File: src/rtl/load_wb_sequencer.sv
// Writeback-stage register-file write sequencer.
// Non-load results pass straight through to the register file. A load issues a
// word read, stalls the pipeline until the response arrives or times out, then
// performs a single lane-aligned, sign/zero-extended register write.
module load_wb_sequencer #(
  parameter int unsigned TIMEOUT = 255,
  parameter int unsigned CNT_W   = 16
) (
  input  logic        clock,
  input  logic        reset,
  input  logic        w_valid,
  input  logic [6:0]  w_opcode,
  input  logic [2:0]  w_funct3,
  input  logic [4:0]  w_rd,
  input  logic        w_we,
  input  logic [31:0] w_data,
  input  logic [31:0] w_addr,
  output logic        mem_req_valid,
  input  logic        mem_req_ready,
  output logic [31:0] mem_req_addr,
  input  logic        mem_rsp_valid,
  input  logic [31:0] mem_rsp_data,
  output logic        stall,
  output logic        rf_we,
  output logic [4:0]  rf_rd,
  output logic [31:0] rf_wdata,
  output logic        err_timeout,
  output logic        err_misalign
);

  localparam logic [6:0]       OPC_LOAD   = 7'b0000011;
  localparam logic [CNT_W-1:0] CNT_EXPIRE = CNT_W'(TIMEOUT - 32'd1);
  localparam logic [CNT_W-1:0] CNT_ONE    = CNT_W'(1);

  typedef enum logic [1:0] {
    S_IDLE = 2'd0,
    S_REQ  = 2'd1,
    S_WAIT = 2'd2,
    S_WB   = 2'd3
  } state_e;

  state_e            state_q, state_d;
  logic [CNT_W-1:0]  cnt_q, cnt_d;
  logic [4:0]        rd_q, rd_d;
  logic [2:0]        funct3_q, funct3_d;
  logic [31:0]       addr_q, addr_d;
  logic [31:0]       data_q, data_d;
  logic              err_timeout_q, err_timeout_d;

  logic              is_load;
  logic              illegal;
  logic [7:0]        byte_sel;
  logic [15:0]       half_sel;
  logic [31:0]       ext_data;

  assign is_load = w_valid && (w_opcode == OPC_LOAD);

  // Illegal load: reserved funct3, or address not aligned to the access size.
  always_comb begin
    illegal = 1'b0;
    case (w_funct3)
      3'b000, 3'b100: illegal = 1'b0;
      3'b001, 3'b101: illegal = w_addr[0];
      3'b010:         illegal = |w_addr[1:0];
      default:        illegal = 1'b1;
    endcase
  end

  // Lane-align the captured word and extend it according to funct3.
  always_comb begin
    byte_sel = 8'h00;
    case (addr_q[1:0])
      2'd0:    byte_sel = data_q[7:0];
      2'd1:    byte_sel = data_q[15:8];
      2'd2:    byte_sel = data_q[23:16];
      default: byte_sel = data_q[31:24];
    endcase
    half_sel = addr_q[1] ? data_q[31:16] : data_q[15:0];
    ext_data = 32'h0;
    case (funct3_q)
      3'b000:  ext_data = {{24{byte_sel[7]}}, byte_sel};
      3'b001:  ext_data = {{16{half_sel[15]}}, half_sel};
      3'b010:  ext_data = data_q;
      3'b100:  ext_data = {24'h0, byte_sel};
      3'b101:  ext_data = {16'h0, half_sel};
      default: ext_data = 32'h0;
    endcase
  end

  // Next-state and capture logic.
  always_comb begin
    state_d       = state_q;
    cnt_d         = cnt_q;
    rd_d          = rd_q;
    funct3_d      = funct3_q;
    addr_d        = addr_q;
    data_d        = data_q;
    err_timeout_d = err_timeout_q;
    case (state_q)
      S_IDLE: begin
        if (is_load) begin
          rd_d     = w_rd;
          funct3_d = w_funct3;
          addr_d   = w_addr;
          if (illegal) begin
            data_d  = 32'h0;
            state_d = S_WB;
          end else begin
            state_d = S_REQ;
          end
        end
      end
      S_REQ: begin
        if (mem_req_ready) begin
          cnt_d = '0;
          if (mem_rsp_valid) begin
            data_d  = mem_rsp_data;
            state_d = S_WB;
          end else begin
            state_d = S_WAIT;
          end
        end
      end
      S_WAIT: begin
        cnt_d = cnt_q + CNT_ONE;
        if (mem_rsp_valid) begin
          data_d  = mem_rsp_data;
          state_d = S_WB;
        end else if (cnt_q == CNT_EXPIRE) begin
          data_d        = 32'h0;
          err_timeout_d = 1'b1;
          state_d       = S_WB;
        end
      end
      default: begin
        state_d = S_IDLE;
      end
    endcase
  end

  // State and capture registers.
  always_ff @(posedge clock or posedge reset) begin
    if (reset) begin
      state_q       <= S_IDLE;
      cnt_q         <= '0;
      rd_q          <= 5'd0;
      funct3_q      <= 3'd0;
      addr_q        <= 32'h0;
      data_q        <= 32'h0;
      err_timeout_q <= 1'b0;
    end else begin
      state_q       <= state_d;
      cnt_q         <= cnt_d;
      rd_q          <= rd_d;
      funct3_q      <= funct3_d;
      addr_q        <= addr_d;
      data_q        <= data_d;
      err_timeout_q <= err_timeout_d;
    end
  end

  // Output decode; the IDLE pass-through is held at zero while in reset.
  always_comb begin
    mem_req_valid = 1'b0;
    mem_req_addr  = 32'h0;
    stall         = 1'b0;
    rf_we         = 1'b0;
    rf_rd         = 5'd0;
    rf_wdata      = 32'h0;
    err_misalign  = 1'b0;
    case (state_q)
      S_IDLE: begin
        if (!reset) begin
          if (is_load) begin
            stall        = 1'b1;
            err_misalign = illegal;
          end else if (w_valid) begin
            rf_we    = w_we && (w_rd != 5'd0);
            rf_rd    = w_rd;
            rf_wdata = w_data;
          end
        end
      end
      S_REQ: begin
        mem_req_valid = 1'b1;
        mem_req_addr  = {addr_q[31:2], 2'b00};
        stall         = 1'b1;
      end
      S_WAIT: begin
        stall = 1'b1;
      end
      default: begin
        rf_we    = (rd_q != 5'd0);
        rf_rd    = rd_q;
        rf_wdata = ext_data;
      end
    endcase
  end

  assign err_timeout = err_timeout_q;

endmodule

File: config.mk
export PLATFORM = sky130hd
export DESIGN_NAME = load_wb_sequencer
export DESIGN_NICKNAME = d
export VERILOG_FILES = /design/src/rtl/load_wb_sequencer.sv
export SDC_FILE = /design/constraint.sdc
export NUM_CORES = 1
export LEC_CHECK = 0
export ABC_AREA = 0
export BUFFER_PORTS_ARGS = -buffer_cell sky130_fd_sc_hd__buf_2
export CORE_ASPECT_RATIO = 0.9
export CORE_MARGIN = 5
export CORE_UTILIZATION = 51
export CTS_CLUSTER_SIZE = 12
export DETAILED_ROUTE_END_ITERATION = 10
export GPL_ROUTABILITY_DRIVEN = 0
export HOLD_SLACK_MARGIN = 0.05
export PLACE_DENSITY_LB_ADDON = 0.3
export SLEW_MARGIN = 20
export SYNTH_ARGS = -nofsm -noshare
export SYNTH_HDL_FRONTEND = slang
export SYNTH_SLANG_ARGS = --single-unit
File: constraint.sdc
create_clock -name clock -period 3.1 [get_ports clock]
set_input_delay 0 -clock clock [delete_from_list [all_inputs] [get_ports clock]]
set_output_delay 0 -clock clock [all_outputs]
set_load 0.01 [all_outputs]
# [Word level (Yosys, flattened, before mapping)]
# Index checks and enable logic that the tools add are counted.
[totals] register_bits=91 latch_bits=0 ramBits=0 rom_bits=0 inputBits=117 out_inout_bits=74 elab_cells=87 n_memories=0
[op_classes] n_addsub=1 n_mul=0 div_mod_pow=0 magnitude_cmp=0 eq_ne=19 shift=0 n_mux=40 bitwise=1 n_reduce_logical=19
[op_table] op="32-bit two-way mux" count=10
[op_table] op="32-bit case mux with 5 select lines" count=1
[op_table] op="32-bit case mux with 3 select lines" count=1
[op_table] op="32-bit case mux with 2 select lines" count=1
[op_table] op="16-bit two-way mux" count=2
[op_table] op="16-bit case mux with 2 select lines" count=1
[op_table] op="8-bit case mux with 3 select lines" count=1
[op_table] op="16-bit by 1-bit adder with 16-bit output (second input constant)" count=1
[op_table] op="16-bit by 8-bit == test with 1-bit output (second input constant)" count=1
[op_table] op="5-bit two-way mux" count=3
[op_table] op="3-bit == test (second input constant)" count=4
[op_table] op="1-bit two-way mux" count=10
[op_table] op="2-bit two-way mux" count=5
[op_table] op="5-bit case mux with 2 select lines" count=1
[op_table] op="5-bit nonzero test" count=2
[op_table] op="2-bit != test (second input constant)" count=4
[op_table] op="2-bit OR reduction" count=4
[op_table] op="7-bit by 2-bit == test with 1-bit output (second input constant)" count=1
[op_table] op="3-bit by 1-bit == test with 1-bit output (second input constant)" count=2
[op_table] op="3-bit by 2-bit == test with 1-bit output (second input constant)" count=2
[op_table] op="3-bit logical NOT" count=2
[op_table] op="2-bit case mux with 3 select lines" count=1
[op_table] op="3-bit AND reduction" count=2
[op_table] op="6-bit AND reduction" count=1
[op_table] op="other kinds (11)" count=17

# [Depth between registers and ports, before layout]
# Gate-level depths: netlist of the first run.
[depth] ltp_word=6 depth_mapped=9 ltp_nobuf=7

# [Least setup slack after synthesis of the first run]
# No wires, ideal clock.
[synth_timing] path_type="register to register" from="reg cnt_q[9]" to="reg data_q[0]" setup_ps=79 arrival_ps=1966 t_required_ps=3021 setup_slack_ps=1055 path_stages_with_launch=7 path_buffers=1 period_less_slack_ps=2045 path_cell_list="dfrtp_1 -> or4b_4 -> nor4_4 -> o211ai_4 -> nor2_8 -> buf_12 -> mux2i_1"
[synth_between] elab_chain_len=3
[synth_lines] item="start: declaration" line="43" source="logic [CNT_W-1:0] cnt_q, cnt_d;"
[synth_lines] item="start signal: assignment" line="153" source="cnt_q <= cnt_d;"
[synth_lines] item="16-bit by 8-bit == test with 1-bit output" line="129" source="end else if (cnt_q == CNT_EXPIRE) begin"
[synth_lines] item="3-bit != test (no source line)"
[synth_lines] item="6-bit AND reduction (no source line)"
[synth_lines] item="end signal: assignment" line="157" source="data_q <= data_d;"
[synth_lines] item="end: declaration" line="47" source="logic [31:0] data_q, data_d;"
# Every way passes these cells.
# A chain may end at the register's enable or synchronous reset.

# [Worst setup path after layout of the first run]
[layout_timing] from="reg state_q[1]" to="out rf_wdata[3]"
[layout_between] elab_chain_len=3 word_cells_on_any_way=5 cone_classes="2 x eq/ne; 1 x mux; 2 x reduce/logical"
[layout_lines] item="start: declaration" line="42" source="state_e state_q, state_d;"
[layout_lines] item="start signal: assignment" line="152" source="state_q <= state_d;"
[layout_lines] item="2-bit == test / 2-bit by 1-bit == test with 1-bit output (equally long branches)" line="171" source="case (state_q)"
[layout_lines] item="2-bit OR reduction (no source line)"
[layout_lines] item="32-bit case mux with 2 select lines (*)" line="171"
[layout_lines] item="end: declaration" line="26" source="output logic [31:0] rf_wdata,"
# Mark *: on every way between the ends. The rest lies on a longest branch, timed or not.

==> results.sh, run 1 <==
export IMPL_synth_edf_count=0
export IMPL_track_usage=0.2567
export IMPL_period_minus_slack_ns=2.620
export IMPL_ant_nets=0
export IMPL_path_clk_slew_ns=0.06
export IMPL_use_met3=0.06936
export IMPL_drv_slew=0
export IMPL_rr_endpoint="cnt_q[15]"
export IMPL_setup_violations=0
export IMPL_die_area_um2=12720
export IMPL_io_pins=191
export IMPL_nets=918
export IMPL_pwr_share_seq=0.346
export IMPL_setup_tns_ns=0
export IMPL_clockPowerShare=0.252
export IMPL_utilization=0.7204
export IMPL_critPathRequiredTime_ns=3.10
export IMPL_routed_wl_um=16350
export IMPL_cts_sinks=91
export IMPL_io_buffers=188
export IMPL_cts_root_buf="clkbuf_16"
export IMPL_dr_first_iter_drc_count=297
export IMPL_antenna_found_initial=0
export IMPL_grt_busiest_layer="met2"
export IMPL_end_kind="output port"
export IMPL_n_antenna_cell=0
export IMPL_die_h_um=107.5
export IMPL_numCtsBuffers=9
export IMPL_row_count=35
export IMPL_syn_area_per_cell_um2=9.832
export IMPL_r2r_setup_slack_ns=0.54
export IMPL_synth_top_area_frac=0.4227
export IMPL_fp_dieW_um=118.3
export IMPL_grt_pass1_vias=5297
export IMPL_area_growth_pct=37.60
export IMPL_fmax_mhz=381.7
export IMPL_met1_usage=0.2966
export IMPL_viasPerCell=5.476
export IMPL_placed_cells=838
export IMPL_worstMarginPinSlew_ns=0.9575
export IMPL_cp_arrival_ns=2.62
export IMPL_drt_pass1_iter_count=6
export IMPL_skew_ns=0.01058
export IMPL_crit_path_end="rf_wdata[3]"
export IMPL_slew_headroom=0.3593
export IMPL_power_share_switching=0.3803
export IMPL_overflow=0
export IMPL_ctsResizeCount=0
export IMPL_rsz0062_at_grt="no"
export IMPL_cts_setup_buffers=0
export IMPL_p_leak_nw=3.751
export IMPL_crit_type="reg -> out"
export IMPL_r2r_cells=7
export IMPL_hpwlAfterDp_um=10920
export IMPL_wl_per_cell_um=17.62
export IMPL_p_sw_mw=1.807
export IMPL_powerDensity_nw_per_um2=641.0
export IMPL_seq_area_frac_synth=0.4227
export IMPL_synth_area_leader_cell="dfrtp_1"
export IMPL_h_tree_depth=3
export IMPL_hold_buffers=74
export IMPL_synth_area_leaders="dfrtp_1, mux2_2, mux2i_1, nand2_1, and2_1"
export IMPL_vias=5082
export IMPL_comb_power_share=0.403
export IMPL_drc=0
export IMPL_fin_cells=928
export IMPL_ys_warn_count=0
export IMPL_syn_area_um2=5388
export IMPL_core_area_um2=10290
export IMPL_cp_start_kind="flop"
export IMPL_drv_cap=0
export IMPL_outcome="finished clean"
export IMPL_clk_latency_ns=0.34
export IMPL_drive_gt1_frac=0.3417
export IMPL_synthCells=548
export IMPL_r2r_start="state_q[1]"
export IMPL_period_share=0.8451
export IMPL_ys_flop_type="dfrtp_1"
export IMPL_p_int_mw=2.945
export IMPL_grt_pass1_wl_um=26350
export IMPL_start_util=0.5235
export IMPL_crit_start="state_q[1]"
export IMPL_irDropWorstVdd_mv=0.4367
export IMPL_finalHoldViolations=0
export IMPL_critPathMaxFanout=31
export IMPL_synth_cell_types=61
export IMPL_synth_seq_cells=91
export IMPL_met2_usage=0.4534
export IMPL_async_flop_share=1.000
export IMPL_cts_tree="done"
export IMPL_grt_max_degree=47
export IMPL_cts_path_max_buffers=2
export IMPL_hold_path_class="in -> reg"
## registers in the layout, indices dropped and copies added, names as in the netlist
name,cells
funct3_q,3
addr_q,32
state_q,2
rd_q,5
err_timeout,1
cnt_q,16
data_q,32
## cell families after synthesis
kind of cell / synth area share
AOI/OAI and AO/OA: 0.1373
xor gates and xnor gates: 0.01951
adders and majority gates: 0.01626
buffers and inverters: 0.07269
DFF: 0.4227
muxes: 0.1728
other: 0.0006960
and+or+nand+nor: 0.1582
## power by group through the flow
| stage | Sequential [mW] | Clock (mW) | Combinational, mW |
|---|---|---|---|
| after floorplan | 1.56 | 0 | 1.52 |
| after global placement | 1.64 | 0 | 1.76 |
| after detailed placement | 1.65 | 0 | 1.81 |
| after CTS | 1.63 | 1.21 | 1.90 |
| after global routing | 1.67 | 1.27 | 2.10 |
| final | 1.64 | 1.20 | 1.91 |
## layout make-up
type                    instances  area (um2)
clock buffers                   9       225.2
multi-input cells             379        2741
flip-flops and latches         91        2277
well taps                     129       161.4
repair buffers                271        1749
inverters                      42       158.9
clock inverters                 7       100.1
fillers                       714        2878
## stage by stage
| step | setup slack (ns) | instance area (um2) | power (mW) | hold slack (ns) |
|---|---|---|---|---|
| final | 0.4803 | 7413 | 4.752 | 0.07954 |
| after global routing | 0.2373 | 7413 | 5.031 | 0.1220 |
| after CTS | 0.4737 | 7413 | 4.746 | 0.06371 |
| after detailed placement | 0.6176 | 6347 | 3.466 | 0.2108 |
| after global placement | 0.7049 | 6347 | 3.400 | 0.1799 |
| after floorplan | 0.7364 | 5391 | 3.078 | 0.05440 |
## synth_stat cells, types with 3 or more instances
library cell / instances
or4_1: 3
nand3_1: 5
nand4_1: 3
a221o_1: 3
mux2_2: 42
inv_1: 42
mux4_2: 3
a21oi_1: 32
nor2_1: 22
nand2_1: 72
xnor2_1: 5
ha_1: 7
buf_2: 3
and2_1: 31
nor3_1: 3
a21o_1: 12
a22o_1: 5
xor2_1: 7
buf_12: 3
mux2i_1: 39
o21ai_1: 5
a22oi_1: 7
nor2b_1: 6
clkbuf_1: 21
dlymetal6s2s_1: 3
buf_1: 3
o21ai_0: 23
dfrtp_1: 91
o32ai_1: 5
## placed cells by master (no fill, tap or decap), types with 4 or more instances in the layout
cell             n
nand3_1          4
ha_1             7
a22o_1           5
buf_4            9
xnor2_1          5
mux2_2          42
clkbuf_16        9
inv_1           41
buf_2          188
o32ai_1          5
and2_1          31
o21ai_0         23
xor2_1           7
nor2b_1          5
a21oi_1         32
a22oi_1          7
dfrtp_1         91
dlygate4sd3_1   74
a21o_1          12
o21ai_1          5
nand2_1         72
mux2i_1         39
nor2_1          22
## per-layer routing
metal / routed length, um / vias up
met3: 1154 / 46
met1: 6311 / 2448
met5: 0 / -
li1: - / 2383
met4: 512 / 0
met2: 8372 / 205
## worst min path at each step
stage              endpoint  depth (start not counted)          start
4_1_cts            cnt_q[1]                          4  mem_req_ready
3_5_place_dp        rd_q[3]                          2          reset
2_1_floorplan  err_misalign                          1          reset
5_1_grt            cnt_q[1]                          4  mem_req_ready
6_report           cnt_q[1]                          4  mem_req_ready
3_3_place_gp     state_q[0]                          2          reset
## worst max-delay path, cell delays in order (launching register included)
cell,delay (ns)
dfrtp_1,0.43
ha_1,0.47
nand2_1,0.68
a21oi_1,0.45
a21o_1,0.12
buf_2,0.12
Power figures use the tool's default switching activity.
==> inputs of run 2 (changes only) <==
ABC_AREA = 1   (was 0)
CORE_UTILIZATION = 52   (was 51)
clock period = 2.7 ns   (was 3.1 ns; I/O delays follow)
==> run 2 against run 1 <==
Effect of this change: register-to-register slack improved by 0.04 ns; sequential power increased by 18%; clock power increased by 7%; synthesized area increased by 13%; final cell count increased by 46%; die area increased by 9.9%; largest cell class unchanged; largest power group unchanged; highest routed layer unchanged.
==> results.sh, run 2 <==
export IMPL_outcome="finished clean"
export IMPL_synth_edf_count=0
export IMPL_utilization=0.7036
export IMPL_synth_area_leader_cell="dfrtp_1"
export IMPL_setup_tns_ns=0
export IMPL_drv_slew=0
export IMPL_slew_headroom=0.5615
export IMPL_crit_path_end="rf_wdata[11]"
export IMPL_setup_violations=0
export IMPL_ant_nets=0
export IMPL_syn_area_per_cell_um2=6.324
export IMPL_row_count=37
export IMPL_cts_path_max_buffers=2
export IMPL_final_cell_mix="nand2_1, buf_2, dfrtp_1"
export IMPL_final_common_cell="nand2_1"
export IMPL_finalHoldViolations=0
export IMPL_drive_gt1_frac=0.2020
export IMPL_synth_seq_cells=91
export IMPL_grt_pass1_vias=6329
export IMPL_io_buffers=188
export IMPL_synth_cell_types=38
export IMPL_skew_ns=0.008929
export IMPL_critPathRequiredTime_ns=2.70
export IMPL_antenna_found_initial=0
export IMPL_area_growth_pct=32.11
export IMPL_synthCells=963
export IMPL_crit_type="reg -> out"
export IMPL_synth_most_common_cell="nand2_1"
export IMPL_synth_top_area_frac=0.3739
export IMPL_clk_latency_ns=0.35
export IMPL_holdPathStages=5
export IMPL_path_clk_slew_ns=0.07
export IMPL_r2r_cells=8
export IMPL_worstMarginPinSlew_ns=0.6538
export IMPL_ys_warn_count=0
export IMPL_period_minus_slack_ns=2.227
export IMPL_syn_area_um2=6090
export IMPL_routed_wl_um=19150
export IMPL_synthTopCellsByCount="nand2_1, dfrtp_1, inv_1, nor2_1, nand4_1"
export IMPL_grt_pass1_wl_um=30600
export IMPL_h_tree_depth=3
export IMPL_fp_dieW_um=124.1
export IMPL_irDropWorstVdd_mv=0.6331
export IMPL_seq_area_frac_synth=0.3739
export IMPL_r2r_start="state_q[1]"
export IMPL_clockPowerShare=0.223
export IMPL_cp_start_kind="flop"
export IMPL_hold_ws_ns=0.04849
export IMPL_grt_max_degree=74
export IMPL_dr_first_iter_drc_count=562
export IMPL_vias=6884
export IMPL_fmax_mhz=449.1
export IMPL_core_area_um2=11430
export IMPL_cp_arrival_ns=2.23
export IMPL_r2r_setup_slack_ns=0.58
export IMPL_drv_cap=0
export IMPL_pwr_share_seq=0.337
export IMPL_cp_slowest_cell="dfrtp_2"
export IMPL_async_flop_share=1.000
export IMPL_die_area_um2=13980
export IMPL_wl_per_cell_um=14.14
export IMPL_synth_area_leaders="dfrtp_1, nand2_1, inv_1, nor2_1, nand4_1"
export IMPL_io_pins=191
export IMPL_cts_root_buf="clkbuf_16"
export IMPL_critPathMaxFanout=26
export IMPL_numCtsBuffers=9
export IMPL_die_h_um=112.7
export IMPL_fin_ws_ns=0.4735
export IMPL_p_leak_nw=4.756
export IMPL_power_share_switching=0.4500
export IMPL_track_usage=0.2711
export IMPL_end_kind="output port"
export IMPL_preCtsSetupSlack_ns=0.5935
export IMPL_overflow=0
export IMPL_viasPerCell=5.084
export IMPL_rr_endpoint="data_q[13]"
export IMPL_n_antenna_cell=0
export IMPL_powerDensity_nw_per_um2=711.7
export IMPL_ys_flop_type="dfrtp_1"
export IMPL_critPathMaxStageDelay_ns=0.62
export IMPL_path_cells="nand2_1, o21ai_2, inv_2, nand2_1, nand4_2, nand2_1, nand2_1, nand2_1, buf_2"
export IMPL_hold_path_class="in -> reg"
export IMPL_nets=1317
export IMPL_period_share=0.8246
export IMPL_start_util=0.5326
export IMPL_reg_top3="addr_q x32, data_q x32, cnt_q x16"
export IMPL_comb_power_share=0.440
export IMPL_cts_tree="done"
export IMPL_cpMostUsedCell="nand2_1"
export IMPL_p_sw_mw=2.577
export IMPL_p_int_mw=3.149
export IMPL_total_power_mw=5.726
export IMPL_drt_pass1_iter_count=5
export IMPL_crit_start="addr_q[1]"
export IMPL_drc=0
export IMPL_hpwlAfterDp_um=12810
export IMPL_rsz0062_at_grt="no"
export IMPL_cts_sinks=91
run 2: how the worst min path moves through the flow:
stage | startpoint | endpoint | slack (ns)
after CTS | mem_rsp_data[30] | data_q[30] | 0.05
after floorplan | w_addr[11] | addr_q[11] | 0.12
after detailed placement | reset | cnt_q[14] | 0.06
after global placement | reset | cnt_q[13] | 0.06
after global routing | mem_rsp_data[30] | data_q[30] | 0.08
final | mem_rsp_data[30] | data_q[30] | 0.05
run 2: logic make-up after synthesis:
logic type,share of synthesized area
DFF,0.3739
adders and majority gates,0.01438
and+or+nand+nor,0.4294
AOI/OAI and AO/OA,0.07644
other,0.0006158
buffers and inverters,0.1052
run 2: power groups by stage:
stage	Sequential (mW)	Clock (mW)	Combinational (mW)
after floorplan	1.80	0	1.92
after global placement	1.92	0	2.37
after detailed placement	1.92	0	2.39
after CTS	1.90	1.29	2.50
after global routing	1.95	1.35	2.82
final	1.93	1.28	2.52
run 2: routing by layer:
metal / track usage / part of all wire / up-vias
met5: 0 / 0 / -
met4: 0.06204 / 0.016 / 0
met3: 0.06499 / 0.097 / 32
met2: 0.4240 / 0.45 / 319
met1: 0.3822 / 0.44 / 3078
li1: - / - / 3455
run 2: through the flow:
| step | std cells | instance area, um2 |
|---|---|---|
| 6_report | 1354 | 8045 |
| 5_1_grt | 1354 | 8045 |
| 4_1_cts | 1354 | 8044 |
| 3_5_place_dp | 1269 | 7053 |
| 3_3_place_gp | 1269 | 7053 |
| 2_1_floorplan | 964 | 6097 |
run 2: cell type report:
| class | count | area [um2] |
|---|---|---|
| inverter | 95 | 360.3 |
| multi-input combinational | 728 | 3184 |
| clock inverter | 6 | 71.32 |
| fill | 970 | 3390 |
| clock buffer | 10 | 229.0 |
| sequential | 91 | 2278 |
| tap | 156 | 195.2 |
| timing repair buffer | 268 | 1727 |
run 2: critical path, delay by kind of cell, from the launching register on:
| family | cells | cell delay [ns] |
|---|---|---|
| flip-flops | 1 | 0.62 |
| buffers and inverters | 2 | 0.20 |
| AND/OR/NAND/NOR | 6 | 0.98 |
| AO/OA/AOI/OAI | 1 | 0.09 |
run 2: repair_timing:
item / in CTS / in global routing
hold buffers: 69 / 0
endpoints found under the setup margin: 0 / 21
buffers inserted: 0 / 0
endpoints found under the hold margin: 86 / 0
gates resized for setup: 0 / 1
